**config.mk**
```make
export PLATFORM = sky130hd
export DESIGN_NAME = alu_pipe_flat
export DESIGN_NICKNAME = d
export VERILOG_FILES = /design/src/rtl/alu_if.sv /design/src/rtl/alu_pipe.sv /design/src/flat_wrapper.sv
export SDC_FILE = /design/constraint.sdc
export NUM_CORES = 1
export LEC_CHECK = 0
export CORE_ASPECT_RATIO = 1.1
export CORE_MARGIN = 3
export CORE_UTILIZATION = 50
export DETAILED_ROUTE_END_ITERATION = 10
export PLACE_DENSITY = 0.72
export SLEW_MARGIN = 20
export SYNTH_ARGS = -nofsm -noshare
export SYNTH_HDL_FRONTEND = slang
export SYNTH_SLANG_ARGS = --single-unit
```
**constraint.sdc**
```tcl
create_clock -name clk -period 5 [get_ports clk]
set_clock_uncertainty 0.05 [all_clocks]
set_input_delay 1.25 -clock clk [delete_from_list [all_inputs] [get_ports clk]]
set_output_delay 1.25 -clock clk [all_outputs]
set_load 0.05 [all_outputs]
```
**src/rtl/alu_if.sv**
```systemverilog
// Handshake bundle between an operation source and alu_pipe.
// The master modport is the source/consumer side and the slave modport is the ALU side.
interface alu_if #(
  parameter int XLEN = 32
);
  logic            in_valid;
  logic            in_ready;
  logic [3:0]      op;
  logic [XLEN-1:0] in1;
  logic [XLEN-1:0] in2;
  logic [4:0]      rd_addr;
  logic            out_valid;
  logic            out_ready;
  logic [XLEN-1:0] out_data;
  logic [4:0]      out_rd_addr;
  logic            busy;

  modport master (
    output in_valid, op, in1, in2, rd_addr, out_ready,
    input  in_ready, out_valid, out_data, out_rd_addr, busy
  );

  modport slave (
    input  in_valid, op, in1, in2, rd_addr, out_ready,
    output in_ready, out_valid, out_data, out_rd_addr, busy
  );
endinterface

```
**src/rtl/alu_pipe.sv**
```systemverilog
// Single-issue ALU with a valid/ready result register.
// Shifts are either one-cycle barrel shifts or serial 1 bit/cycle shifts.
module alu_pipe #(
  parameter int XLEN         = 32,
  parameter int SERIAL_SHIFT = 0
) (
  input  logic       clk,
  input  logic       rst,
  alu_if.slave       io,
  output logic [1:0] dbg_state
);
  // Handshake: a transfer happens on a rising edge where valid && ready are
  // both high; valid must then hold its payload until that edge. in_ready
  // depends combinationally on out_ready so HOLD can retire one result and
  // accept the next operation in the same cycle.

  localparam int SHW = $clog2(XLEN);

  typedef enum logic [1:0] {
    S_IDLE  = 2'd0,
    S_SHIFT = 2'd1,
    S_HOLD  = 2'd2
  } state_t;

  state_t          state_q, state_d;
  logic [XLEN-1:0] out_data_q, out_data_d;
  logic [4:0]      out_rd_q, out_rd_d;
  logic            out_valid_q, out_valid_d;
  logic            busy_q, busy_d;
  logic [SHW-1:0]  cnt_q, cnt_d;
  logic [XLEN-1:0] sh_val_q, sh_val_d;
  logic [1:0]      sh_op_q, sh_op_d;

  logic            accept;
  logic            is_shift;
  logic [SHW-1:0]  shamt;
  logic [XLEN-1:0] alu_res;
  logic [XLEN-1:0] shift1;

  assign io.in_ready = rst && (state_q != S_SHIFT) && (!out_valid_q || io.out_ready);
  assign accept      = io.in_valid && io.in_ready;
  assign shamt       = io.in2[SHW-1:0];
  assign is_shift    = (io.op == 4'd5) || (io.op == 4'd6) || (io.op == 4'd7);

  always_comb begin
    alu_res = '0;
    case (io.op)
      4'd0:    alu_res = io.in1 + io.in2;
      4'd1:    alu_res = io.in1 - io.in2;
      4'd2:    alu_res = io.in1 ^ io.in2;
      4'd3:    alu_res = io.in1 | io.in2;
      4'd4:    alu_res = io.in1 & io.in2;
      4'd5:    alu_res = io.in1 << shamt;
      4'd6:    alu_res = io.in1 >> shamt;
      4'd7:    alu_res = $unsigned($signed(io.in1) >>> shamt);
      4'd8:    alu_res = {{(XLEN-1){1'b0}}, $signed(io.in1) < $signed(io.in2)};
      4'd9:    alu_res = {{(XLEN-1){1'b0}}, io.in1 < io.in2};
      default: alu_res = '0;
    endcase
  end

  // sh_op_q holds op[1:0]: 01 SLL, 10 SRL, 11 SRA.
  always_comb begin
    shift1 = '0;
    case (sh_op_q)
      2'b01:   shift1 = sh_val_q << 1;
      2'b10:   shift1 = sh_val_q >> 1;
      default: shift1 = {sh_val_q[XLEN-1], sh_val_q[XLEN-1:1]};
    endcase
  end

  always_comb begin
    state_d     = state_q;
    out_data_d  = out_data_q;
    out_rd_d    = out_rd_q;
    out_valid_d = out_valid_q;
    busy_d      = 1'b0;
    cnt_d       = cnt_q;
    sh_val_d    = sh_val_q;
    sh_op_d     = sh_op_q;
    case (state_q)
      S_SHIFT: begin
        sh_val_d = shift1;
        cnt_d    = cnt_q - SHW'(1);
        busy_d   = 1'b1;
        if (cnt_q == SHW'(1)) begin
          out_data_d  = shift1;
          out_valid_d = 1'b1;
          state_d     = S_HOLD;
          busy_d      = 1'b0;
          cnt_d       = '0;
        end
      end
      default: begin
        if (state_q == S_HOLD && io.out_ready) begin
          state_d     = S_IDLE;
          out_valid_d = 1'b0;
        end
        if (accept) begin
          out_rd_d = io.rd_addr;
          if (SERIAL_SHIFT != 0 && is_shift && shamt != '0) begin
            state_d     = S_SHIFT;
            busy_d      = 1'b1;
            sh_val_d    = io.in1;
            sh_op_d     = io.op[1:0];
            cnt_d       = shamt;
            out_valid_d = 1'b0;
          end else begin
            state_d     = S_HOLD;
            out_data_d  = alu_res;
            out_valid_d = 1'b1;
          end
        end
      end
    endcase
  end

  always_ff @(posedge clk) begin
    if (!rst) begin
      state_q     <= S_IDLE;
      out_data_q  <= '0;
      out_rd_q    <= '0;
      out_valid_q <= 1'b0;
      busy_q      <= 1'b0;
      cnt_q       <= '0;
      sh_val_q    <= '0;
      sh_op_q     <= '0;
    end else begin
      state_q     <= state_d;
      out_data_q  <= out_data_d;
      out_rd_q    <= out_rd_d;
      out_valid_q <= out_valid_d;
      busy_q      <= busy_d;
      cnt_q       <= cnt_d;
      sh_val_q    <= sh_val_d;
      sh_op_q     <= sh_op_d;
    end
  end

  assign io.out_valid   = out_valid_q;
  assign io.out_data    = out_data_q;
  assign io.out_rd_addr = out_rd_q;
  assign io.busy        = busy_q;
  assign dbg_state      = state_q;
endmodule

```
**src/flat_wrapper.sv**
```systemverilog
// flat-port wrapper written by rule: the top's interface ports become plain ports
module alu_pipe_flat 
#(
  parameter int XLEN         = 32,
  parameter int SERIAL_SHIFT = 0
)
  (clk, rst, dbg_state, io_in_valid, io_op, io_in1, io_in2, io_rd_addr, io_out_ready, io_in_ready, io_out_valid, io_out_data, io_out_rd_addr, io_busy);
  alu_if #(.XLEN(XLEN)) io_i ();
  input  logic clk;
  input  logic rst;
  output logic [1:0] dbg_state;
  input wire logic [$bits(io_i.in_valid)-1:0] io_in_valid;
  input wire logic [$bits(io_i.op)-1:0] io_op;
  input wire logic [$bits(io_i.in1)-1:0] io_in1;
  input wire logic [$bits(io_i.in2)-1:0] io_in2;
  input wire logic [$bits(io_i.rd_addr)-1:0] io_rd_addr;
  input wire logic [$bits(io_i.out_ready)-1:0] io_out_ready;
  output wire logic [$bits(io_i.in_ready)-1:0] io_in_ready;
  output wire logic [$bits(io_i.out_valid)-1:0] io_out_valid;
  output wire logic [$bits(io_i.out_data)-1:0] io_out_data;
  output wire logic [$bits(io_i.out_rd_addr)-1:0] io_out_rd_addr;
  output wire logic [$bits(io_i.busy)-1:0] io_busy;
  assign io_i.in_valid = io_in_valid;
  assign io_i.op = io_op;
  assign io_i.in1 = io_in1;
  assign io_i.in2 = io_in2;
  assign io_i.rd_addr = io_rd_addr;
  assign io_i.out_ready = io_out_ready;
  assign io_in_ready = io_i.in_ready;
  assign io_out_valid = io_i.out_valid;
  assign io_out_data = io_i.out_data;
  assign io_out_rd_addr = io_i.out_rd_addr;
  assign io_busy = io_i.busy;
  alu_pipe #(.XLEN(XLEN), .SERIAL_SHIFT(SERIAL_SHIFT)) u_core (.clk(clk), .rst(rst), .io(io_i), .dbg_state(dbg_state));
endmodule
```
== Word-level counts from Yosys, hierarchy flattened ==
Index checks and enable logic that the tools add are counted.
Cells by class
  mux-type cells: 14
  shifts and indexed selects: 3
  equality and inequality tests: 14
  order comparisons: 2
  reduce and logical (&&, ||, !) cells: 13
  add/subtract/negate cells: 3
  bitwise operators: 4
Operator list (count)
  $pmux W32 S10: 1
  $mux W32: 3
  $lt A32 B32 Y1: 2
  $add A32 B32 Y32: 1
  $and A32 B32 Y32: 1
  $or A32 B32 Y32: 1
  $shl A32 B5 Y32: 1
  $shr A32 B5 Y32: 1
  $sshr A32 B5 Y32: 1
  $sub A32 B32 Y32: 1
  $xor A32 B32 Y32: 1
  $eq A4 B3 Y1 const B: 4
  $eq A4 B2 Y1 const B: 2
  $eq A4 B4 Y1 const B: 2
  $mux W2: 4
  $reduce_and A2 Y1: 4
  $eq A5 B1 Y1 const B: 1
  $mux W1: 5
  $mux W5: 1
  $sub A5 B1 Y5 const B: 1
  $eq A4 B1 Y1 const B: 1
  $logic_and A1 B1 Y1: 4
  $logic_not A4 Y1: 1
  $ne A2 B1 Y1 const B: 2
  7 further kinds: 7
Storage, ports and cells
  bits in registers: 46
  word-level logic and storage cells: 59

== Depth between registers and ports, before layout ==
Gate-level depths: netlist of the first run.
  depth after elaboration: 6
  depth in mapped cells: 15

== Worst setup path after synthesis of the first run ==
Ideal clock, no wire load.
  path type: input port to flip-flop
  start point: in io_in2[4]
  end point: reg u_core.out_data_q[19] (netlist: u_core.io.out_data[19])
  data required time: 4.825 ns
  path buffers: 4
  data arrival time: 4.263 ns
  stages: 15
  library setup time: 0.125 ns
  setup slack: 0.562 ns
  cell sequence: clkbuf_1 -> inv_1 -> clkbuf_1 -> clkbuf_1 -> ha_1 -> buf_4 -> nor2_4 -> o211ai_1 -> a21oi_1 -> a211oi_2 -> o31a_1 -> o31a_1 -> a221o_1 -> a211oi_1 -> o21ai_1
On the way
  longest elaborated chain between the ends: 4
  elaborated cells on any way between the ends: 8
  classes of those cells: 2 x add/sub; 3 x shift; 3 x mux
Ends and longest elaborated chain
  start, declared: line flat_wrapper.sv:15  | input wire logic [$bits(io_i.in2)-1:0] io_in2;
  $sub A32 B32 Y32, or another cell as far along: line alu_pipe.sv:49  | 4'd1: alu_res = io.in1 - io.in2;
  $pmux W32 S10 (*): line alu_pipe.sv:47  | case (io.op)
  $mux W32 (*): line alu_pipe.sv:99  | if (accept) begin
  $mux W32 (*): line alu_pipe.sv:81  | case (state_q)
  end signal, assigned: line alu_pipe.sv:130  | out_data_q <= out_data_d;
  end, declared: line alu_pipe.sv:26  | logic [XLEN-1:0] out_data_q, out_data_d;
Every way passes the cells marked *; elsewhere a longest branch is shown, timed or not. The select of a mux whose other input is x is not followed.
A chain may end at the register's enable or synchronous reset.

== Worst setup path after layout of the first run ==
  start point: in io_in1[2]
  end point: reg u_core.out_data_q[28] (netlist: u_core.io.out_data[28])
On the way
  longest elaborated chain between the ends: 4
  elaborated cells on any way between the ends: 8
  classes of those cells: 2 x add/sub; 3 x shift; 3 x mux
Ends and longest elaborated chain
  start, declared: line flat_wrapper.sv:14  | input wire logic [$bits(io_i.in1)-1:0] io_in1;
  $sub A32 B32 Y32, or another cell as far along: line alu_pipe.sv:49
  $pmux W32 S10 (*): line alu_pipe.sv:47
  $mux W32 (*): line alu_pipe.sv:99
  $mux W32 (*): line alu_pipe.sv:81
Marks and branches as above.

==> results of run 1 <==
==> layer usage <==
metal,share of wire (%),track usage [%],vias up
met4,5.0,17.7,0
met1,39,58.0,6204
li1,-,-,5798
met3,13,12.5,188
met5,0,0,-
met2,43,64.8,1079
==> metrics by stage <==
step	total power, W	cells	hold WS [ns]	setup slack [ns]	area [um2]
2_1_floorplan	0.00115	1521	0.617	0.562	10400
5_1_grt	0.00211	1855	0.417	0.322	12200
3_3_place_gp	0.00160	1847	0.384	0.362	12000
4_1_cts	0.00198	1855	0.404	0.614	12200
3_5_place_dp	0.00161	1847	0.395	0.310	12000
6_report	0.00204	1857	0.403	0.496	12200
==> flip-flops by register name, summed over array words and instances, names as in the netlist <==
register	flops
u_core.io.out_rd_addr	5
u_core.io.out_valid	1
u_core.io.out_data	32
==> final timing paths <==
check | startpoint | cells past startpoint | to
max | io_in1[2] | 12 | u_core.io.out_data[28]
min | u_core.io.out_rd_addr[0] | 2 | u_core.io.out_rd_addr[0]
max reg2reg | u_core.io.out_valid | 9 | u_core.io.out_data[26]
min reg2reg | u_core.io.out_rd_addr[0] | 2 | u_core.io.out_rd_addr[0]
==> kinds of logic (layout without fill, tap and decap cells) <==
family / Yosys count / after routing / synth area share, %
AOI/OAI and AO/OA: 568 / 568 / 37.2
and+or+nand+nor: 471 / 471 / 20.4
buffers and inverters: 223 / 305 / 9.01
muxes: 102 / 102 / 12.5
adders and majority gates: 100 / 100 / 12.2
DFF: 38 / 38 / 7.30
xor gates and xnor gates: 17 / 17 / 1.43
other: 1 / 4 / 0.0360
==> cells in the final DEF, fill, tap and decap left out, drive strengths merged, types with 17 or more instances in the layout <==
cell / Yosys / final
a221oi: 23 / 23
nand2: 182 / 182
mux2: 22 / 22
nor3: 28 / 28
mux4: 20 / 20
mux2i: 60 / 60
nor2: 145 / 145
inv: 98 / 98
a21oi: 139 / 139
ha: 98 / 98
buf: 64 / 85
a21o: 17 / 17
o221ai: 17 / 17
o21ai: 115 / 115
o31ai: 21 / 21
o211ai: 29 / 29
dfxtp: 38 / 38
o21bai: 19 / 19
clkdlybuf4s50: 0 / 112
a31oi: 18 / 18
nand3: 31 / 31
a211oi: 33 / 33
==> power by group through the flow <==
stage	registers [W]	logic, W	clock network, W
4_1_cts	0.000331	0.00127	0.000374
3_5_place_dp	0.000337	0.00127	0
6_report	0.000331	0.00133	0.000380
5_1_grt	0.000332	0.00140	0.000386
3_3_place_gp	0.000337	0.00127	0
2_1_floorplan	0.000388	0.000767	0
==> critical path: cells and delay by family <==
kind                     cells  cell delay, ns
AO/OA/AOI/OAI                6            1.60
adder cells (fa/ha/maj)      1            0.41
buffers and inverters        2            0.62
multiplexers                 1            0.16
AND/OR/NAND/NOR              2            0.53
==> area by class of cell <==
cell class / count / area, um2
timing repair buffer: 197 / 1790
sequential: 38 / 761
fill: 1907 / 7970
multi-input combinational: 1260 / 8750
clock inverter: 3 / 40.0
clock buffer: 5 / 125
antenna: 2 / 5.00
inverter: 100 / 375
tap: 252 / 315
==> Implementation_results.wiki, run 1 <==
{| class="wikitable"
! Metric !! Value
|-
| Outcome || finished, final reports clean
|-
| Starting density of the core || 51.7%
|-
| Height of the chip || 157 um
|-
| Number of warnings printed during yosys synthesis || 0
|-
| Number of failing hold endpoints at the final stage || 0
|-
| TritonCTS buffer count || 5
|-
| CTS tree || done
|-
| Slowest cell on the critical path || clkdlybuf4s50_1
|-
| Routability-driven placement congestion ratio || 1.11
|-
| Cell variety after synth || just over 90
|-
| Clock buffer depth || 2
|-
| Global-route wire length before repair || 74.6 mm
|-
| Ranking of synthesized cells by instance count || 182 x nand2_1, 142 x nor2_1, 138 x a21oi_1
|-
| Data arrival, critical path || between 4 and 5 ns
|-
| DRT iter0 DRCs || 1996
|-
| HPWL reported at the end of detailed placement || 39.9 mm
|-
| CTS Sinks || 38
|-
| Chain of cells forming the critical path || clkdlybuf4s50_1 > inv_1 > ha_1 > o21bai_2 > a2111oi_0 > nor2_1 > o21bai_1 > a21oi_1 > nor3b_1 > mux2i_1 > a2111oi_0 > a221oi_1
|-
| Fin crit period || 4.50 ns
|-
| Switching part of the total || between 40% and 50%
|-
| Worst slew margin relative to its limit || 32.9%
|-
| Mean cell area of the mapped netlist || 6.85 um2
|-
| Sequential Power Share || 16.2%
|-
| Actual transition at the worst max-transition pin || 0.997 ns
|-
| Insertion delay of the later-clocked pin in the worst-skew pair || 0.29 ns
|-
| Min-delay worst type || flop to flop
|-
| Die W || 144 um
|-
| Seq/Total Area, Yosys || 7.30%
|-
| Number of routed nets with antenna violations || 0
|-
| Largest fanout on the critical path || 6
|-
| Number of vias in the routed layout || 13269
|-
| Share of total power in the clock network || 18.6%
|-
| Largest stage delay on the critical path || approximately 0.56 ns
|-
| Synthesized cell area || ~0.010 mm2
|-
| Top cells by area in the synthesized netlist || ha_1 12%, dfxtp_1 7.3%, a21oi_1 6.6%, nand2_1 6.6%, mux2i_1 5.8%
|-
| Leak pwr || slightly above 5 nW
|-
| GR Overflow Total || 0
|-
| Setup TNS Final || 0 ns
|-
| Number of iterations in the first detailed-routing pass || 7
|-
| Setup repair after global routing missed its margin || no
|-
| Power per standard cell area || 168 mW/mm2
|-
| Period utilization || between 90% and 100%
|-
| Setup fix buffers added after clock tree synthesis || 0
|-
| Number of rows in the core area || 54
|-
| Fraction of layout instances using a drive strength above 1 || 10.8%
|-
| Post-synth EDFFs || 0
|-
| Highest clock frequency the design can meet || approximately 0.22 GHz
|-
| Most common cell type on the critical path || a2111oi_0
|-
| Crit Path Class || primary input to flop
|-
| Required @ worst endpoint || 5.09 ns
|-
| Count of hold-fix buffers inserted at cts || 0
|-
| Resize count post-CTS || 0
|-
| Max Cap Viol || 0
|-
| Layout Area Growth over Synthesis || 16.7%
|-
| Number of port buffers || 116
|-
| Vias in the first global route || ~12000
|-
| Vias/cell || 7.15
|-
| Clock root buffer || clkbuf_16
|-
| Async set or reset register ratio after synthesis || 0%
|-
| Routed WL per cell || 27.6 um
|-
| Number of max-slew violations in the final report || 0
|-
| Yosys reg bits || 38
|-
| Total Die Area || 0.0226 mm2
|-
| Ports || 119
|-
| Wire length reported by the detailed router || 51.2 mm
|-
| Comb power frac || 65.2%
|-
| Power spent charging and discharging nets || around 0.001 W
|-
| Max H-tree Level || 2
|-
| Final core occ || about three fifths
|-
| Worst Setup End Kind || flop
|-
| Top_reg_cell synth || dfxtp_1
|-
| Setup crit start kind || primary input
|-
| Total GRT Usage || 43.2%
|-
| Top cell type by total area after synthesis || ha_1
|-
| DRC violations left || 0
|-
| Most frequently used cell type in the post-synthesis netlist || nand2_1
|-
| Antenna violations before repair || 2
|-
| Worst vdd rail ir drop || approximately 0.13 mV
|-
| Core area || 0.0201 mm2
|-
| Setup slack of the worst register-to-register path || 2.30 ns
|-
| Nets@finish || 1779
|-
| P_int || 0.00103 W
|-
| Clock transition time at the flip-flop clock pins of the worst setup and hold paths || 0.07 ns
|-
| Final setup violation count || 0
|-
| Largest net degree at the start of global routing || 74
|-
| Cell count after synthesis || 1520
|-
| Fraction of synthesized cell area taken by the top area cell type || a little under an eighth
|}
Power figures use the tool's default switching activity.
==> inputs of run 2 (changes only) <==
==> constraint.sdc (replaced) <==
create_clock -name clk -period 4.5 [get_ports clk]
set_clock_uncertainty 0.05 [all_clocks]
set_input_delay 1.125 -clock clk [delete_from_list [all_inputs] [get_ports clk]]
set_output_delay 1.125 -clock clk [all_outputs]
set_load 0.05 [all_outputs]
==> Implementation_results.wiki, run 2 (same netlist as run 1, synthesis figures left out) <==
{| class="wikitable"
! Metric !! Value
|-
| Antenna fix cells || 0 (was 2)
|-
| Comb power frac || 64.0% (was 65.2%)
|-
| CTS Sinks || 38 (unchanged)
|-
| Vias in the first global route || 12195 (was 12044)
|-
| Worst vdd rail ir drop || 0.155 mV (was 0.126 mV)
|-
| Routability-driven placement congestion ratio || 1.12 (was 1.11)
|-
| CTS tree || done (unchanged)
|-
| Chain of cells forming the critical path || clkdlybuf4s50_1 > inv_1 > ha_1 > fa_1 > o21bai_2 > a2111oi_0 > buf_4 > nor2_1 > buf_4 > o31ai_2 > o31ai_4 > a21oi_2 > or4_4 > a211o_1 > a31oi_1 (was clkdlybuf4s50_1 > inv_1 > ha_1 > o21bai_2 > a2111oi_0 > nor2_1 > o21bai_1 > a21oi_1 > nor3b_1 > mux2i_1 > a2111oi_0 > a221oi_1)
|-
| Worst slack, placed || -0.0449 ns (was 0.310 ns)
|-
| Data arrival, critical path || 4.48 ns (was 4.60 ns)
|-
| Leak pwr || 5.32 nW (was 5.05 nW)
|-
| Ports || 119 (unchanged)
|-
| Number of vias in the routed layout || 13316 (was 13269)
|-
| Setup TNS Final || 0 ns (unchanged)
|-
| Largest net degree at the start of global routing || 91 (was 74)
|-
| P_int || 0.00125 W (was 0.00103 W)
|-
| Die W || 144 um (unchanged)
|-
| Worst Setup End Kind || flop (unchanged)
|-
| Most common cell type on the critical path || buf_4 (was a2111oi_0)
|-
| Fin crit period || between 4 and 5 ns
|-
| Final setup violation count || 0 (unchanged)
|-
| Setup slack after layout || 0.207 ns (was 0.496 ns)
|-
| TritonCTS buffer count || 5 (unchanged)
|-
| Largest stage delay on the critical path || 0.48 ns (was 0.56 ns)
|-
| Number of port buffers || 116 (unchanged)
|-
| Count of hold-fix buffers inserted at cts || 0 (unchanged)
|-
| HPWL reported at the end of detailed placement || 40.2 mm (was 39.9 mm)
|-
| Highest clock frequency the design can meet || about 0.23 GHz
|-
| Max Cap Viol || 0 (unchanged)
|-
| Cells after DPL || 1900 (was 1847)
|-
| Leading cell types in the layout, fill and taps excluded || 182 x nand2_1, 142 x nor2_1, 138 x a21oi_1 (unchanged)
|-
| GR Overflow Total || 0 (unchanged)
|-
| Power spent charging and discharging nets || 0.00114 W (was 0.00101 W)
|-
| Largest fanout on the critical path || 4 (was 6)
|-
| Global-route wire length before repair || 74.1 mm (was 74.6 mm)
|-
| Insertion delay of the later-clocked pin in the worst-skew pair || 0.29 ns (about the same)
|-
| Period utilization || 95.4%
|-
| Starting density of the core || 51.7% (unchanged)
|-
| Actual transition at the worst max-transition pin || 0.980 ns (was 0.997 ns)
|-
| Number of iterations in the first detailed-routing pass || 6 (was 7)
|-
| Setup crit start kind || primary input (unchanged)
|-
| Switching part of the total || 47.8% (was 49.6%)
|-
| Number of routed nets with antenna violations || 0 (unchanged)
|-
| Number of max-slew violations in the final report || 0 (unchanged)
|-
| Min-delay worst type || flop to flop (unchanged)
|-
| Total Die Area || 0.0226 mm2 (unchanged)
|-
| Core area || 0.0201 mm2 (unchanged)
|-
| Routed WL per cell || 26.5 um (was 27.6 um)
|-
| Number of failing hold endpoints at the final stage || 0 (unchanged)
|-
| Wire length reported by the detailed router || 50.5 mm (was 51.2 mm)
|-
| DRT iter0 DRCs || 1905 (was 1996)
|-
| Height of the chip || 157 um (unchanged)
|-
| Vias/cell || 6.98 (was 7.15)
|-
| Max FFs per register || 32 (unchanged)
|-
| DRC violations left || 0 (unchanged)
|-
| Non-Filler Instances || 1908 (was 1857)
|-
| Crit Path Class || primary input to flop (unchanged)
|-
| Worst slew margin relative to its limit || 33.0% (was 32.9%)
|-
| Most common cell after layout, fill and taps aside || nand2_1 (unchanged)
|-
| Setup repair after global routing missed its margin || no (unchanged)
|-
| Final hold slack || 0.399 ns (was 0.403 ns)
|-
| Outcome || finished, final reports clean (unchanged)
|-
| Layout Area Growth over Synthesis || 20.8% (was 16.7%)
|-
| Clock transition time at the flip-flop clock pins of the worst setup and hold paths || 0.08 ns (was 0.07 ns)
|-
| Clock buffer depth || 2 (unchanged)
|-
| Antenna violations before repair || 2 (unchanged)
|-
| Nets@finish || 1832 (was 1779)
|-
| Clock root buffer || clkbuf_16 (unchanged)
|-
| Sequential Power Share || 15.2% (was 16.2%)
|-
| Number of rows in the core area || 54 (unchanged)
|-
| Total GRT Usage || 43.0% (was 43.2%)
|-
| Max H-tree Level || 2 (unchanged)
|-
| Power per standard cell area || 190 mW/mm2 (was 168 mW/mm2)
|-
| Slowest cell on the critical path || clkdlybuf4s50_1 (unchanged)
|-
| Required @ worst endpoint || 4.68 ns (was 5.09 ns)
|-
| Fraction of layout instances using a drive strength above 1 || 13.7% (was 10.8%)
|-
| Share of total power in the clock network || 20.8% (was 18.6%)
|}
==> run 2: through the flow <==
step | cell area, um2 | power, W | utilization (%)
global placement | 12400 | 0.00183 | 61.5
floorplan | 10400 | 0.00128 | -
finish | 12600 | 0.00239 | 62.5
detailed placement | 12400 | 0.00184 | 61.5
CTS | 12600 | 0.00233 | 62.5
global route | 12600 | 0.00249 | 62.5
==> run 2: worst max-delay path, delay by kind of cell <==
kind	cells	cell delay [ns]
and+or+nand+nor	2	0.60
AOI/OAI and AO/OA	7	1.29
adders and majority gates	2	0.62
buffers and inverters	4	0.83
==> run 2: power by group through the flow <==
stage / combinational, W / sequential (W) / clock, W
2_1_floorplan: 0.000852 / 0.000431 / 0
3_3_place_gp: 0.00146 / 0.000372 / 0
3_5_place_dp: 0.00147 / 0.000372 / 0
4_1_cts: 0.00147 / 0.000365 / 0.000495
5_1_grt: 0.00162 / 0.000366 / 0.000506
6_report: 0.00153 / 0.000365 / 0.000498
==> run 2: path summary, 6_finish.rpt <==
check	from	endpoint	slack (ns)	cells past startpoint
hold reg to reg	u_core.io.out_data[8]	u_core.io.out_data[8]	0.40	2
setup / recovery	io_in1[0]	u_core.io.out_data[26]	0.21	15
setup reg to reg	u_core.io.out_valid	u_core.io.out_data[26]	1.90	10
hold / removal	u_core.io.out_data[8]	u_core.io.out_data[8]	0.40	2
==> run 2: layer usage <==
metal	global-route usage, %	up-vias	part of all wire [%]
li1	-	5897	-
met1	57.8	6266	39
met2	64.4	945	42
met3	11.0	204	13
met4	19.8	4	5.6
met5	0	-	0.046
==> run 2: area by class of cell <==
type                       count  area (um2)
tap                          252         315
clock buffer                   5         125
fill                        1970        7550
timing repair buffer         250        2180
multi-input combinational   1260        8750
clock inverter                 3        68.8
inverter                     100         375
sequential                    38         761
==> run 2: what timing repair did <==
item,4_1_cts,5_1_grt
resized for setup,0,3
setup buffers,0,0
endpoints found under the setup margin,0,2
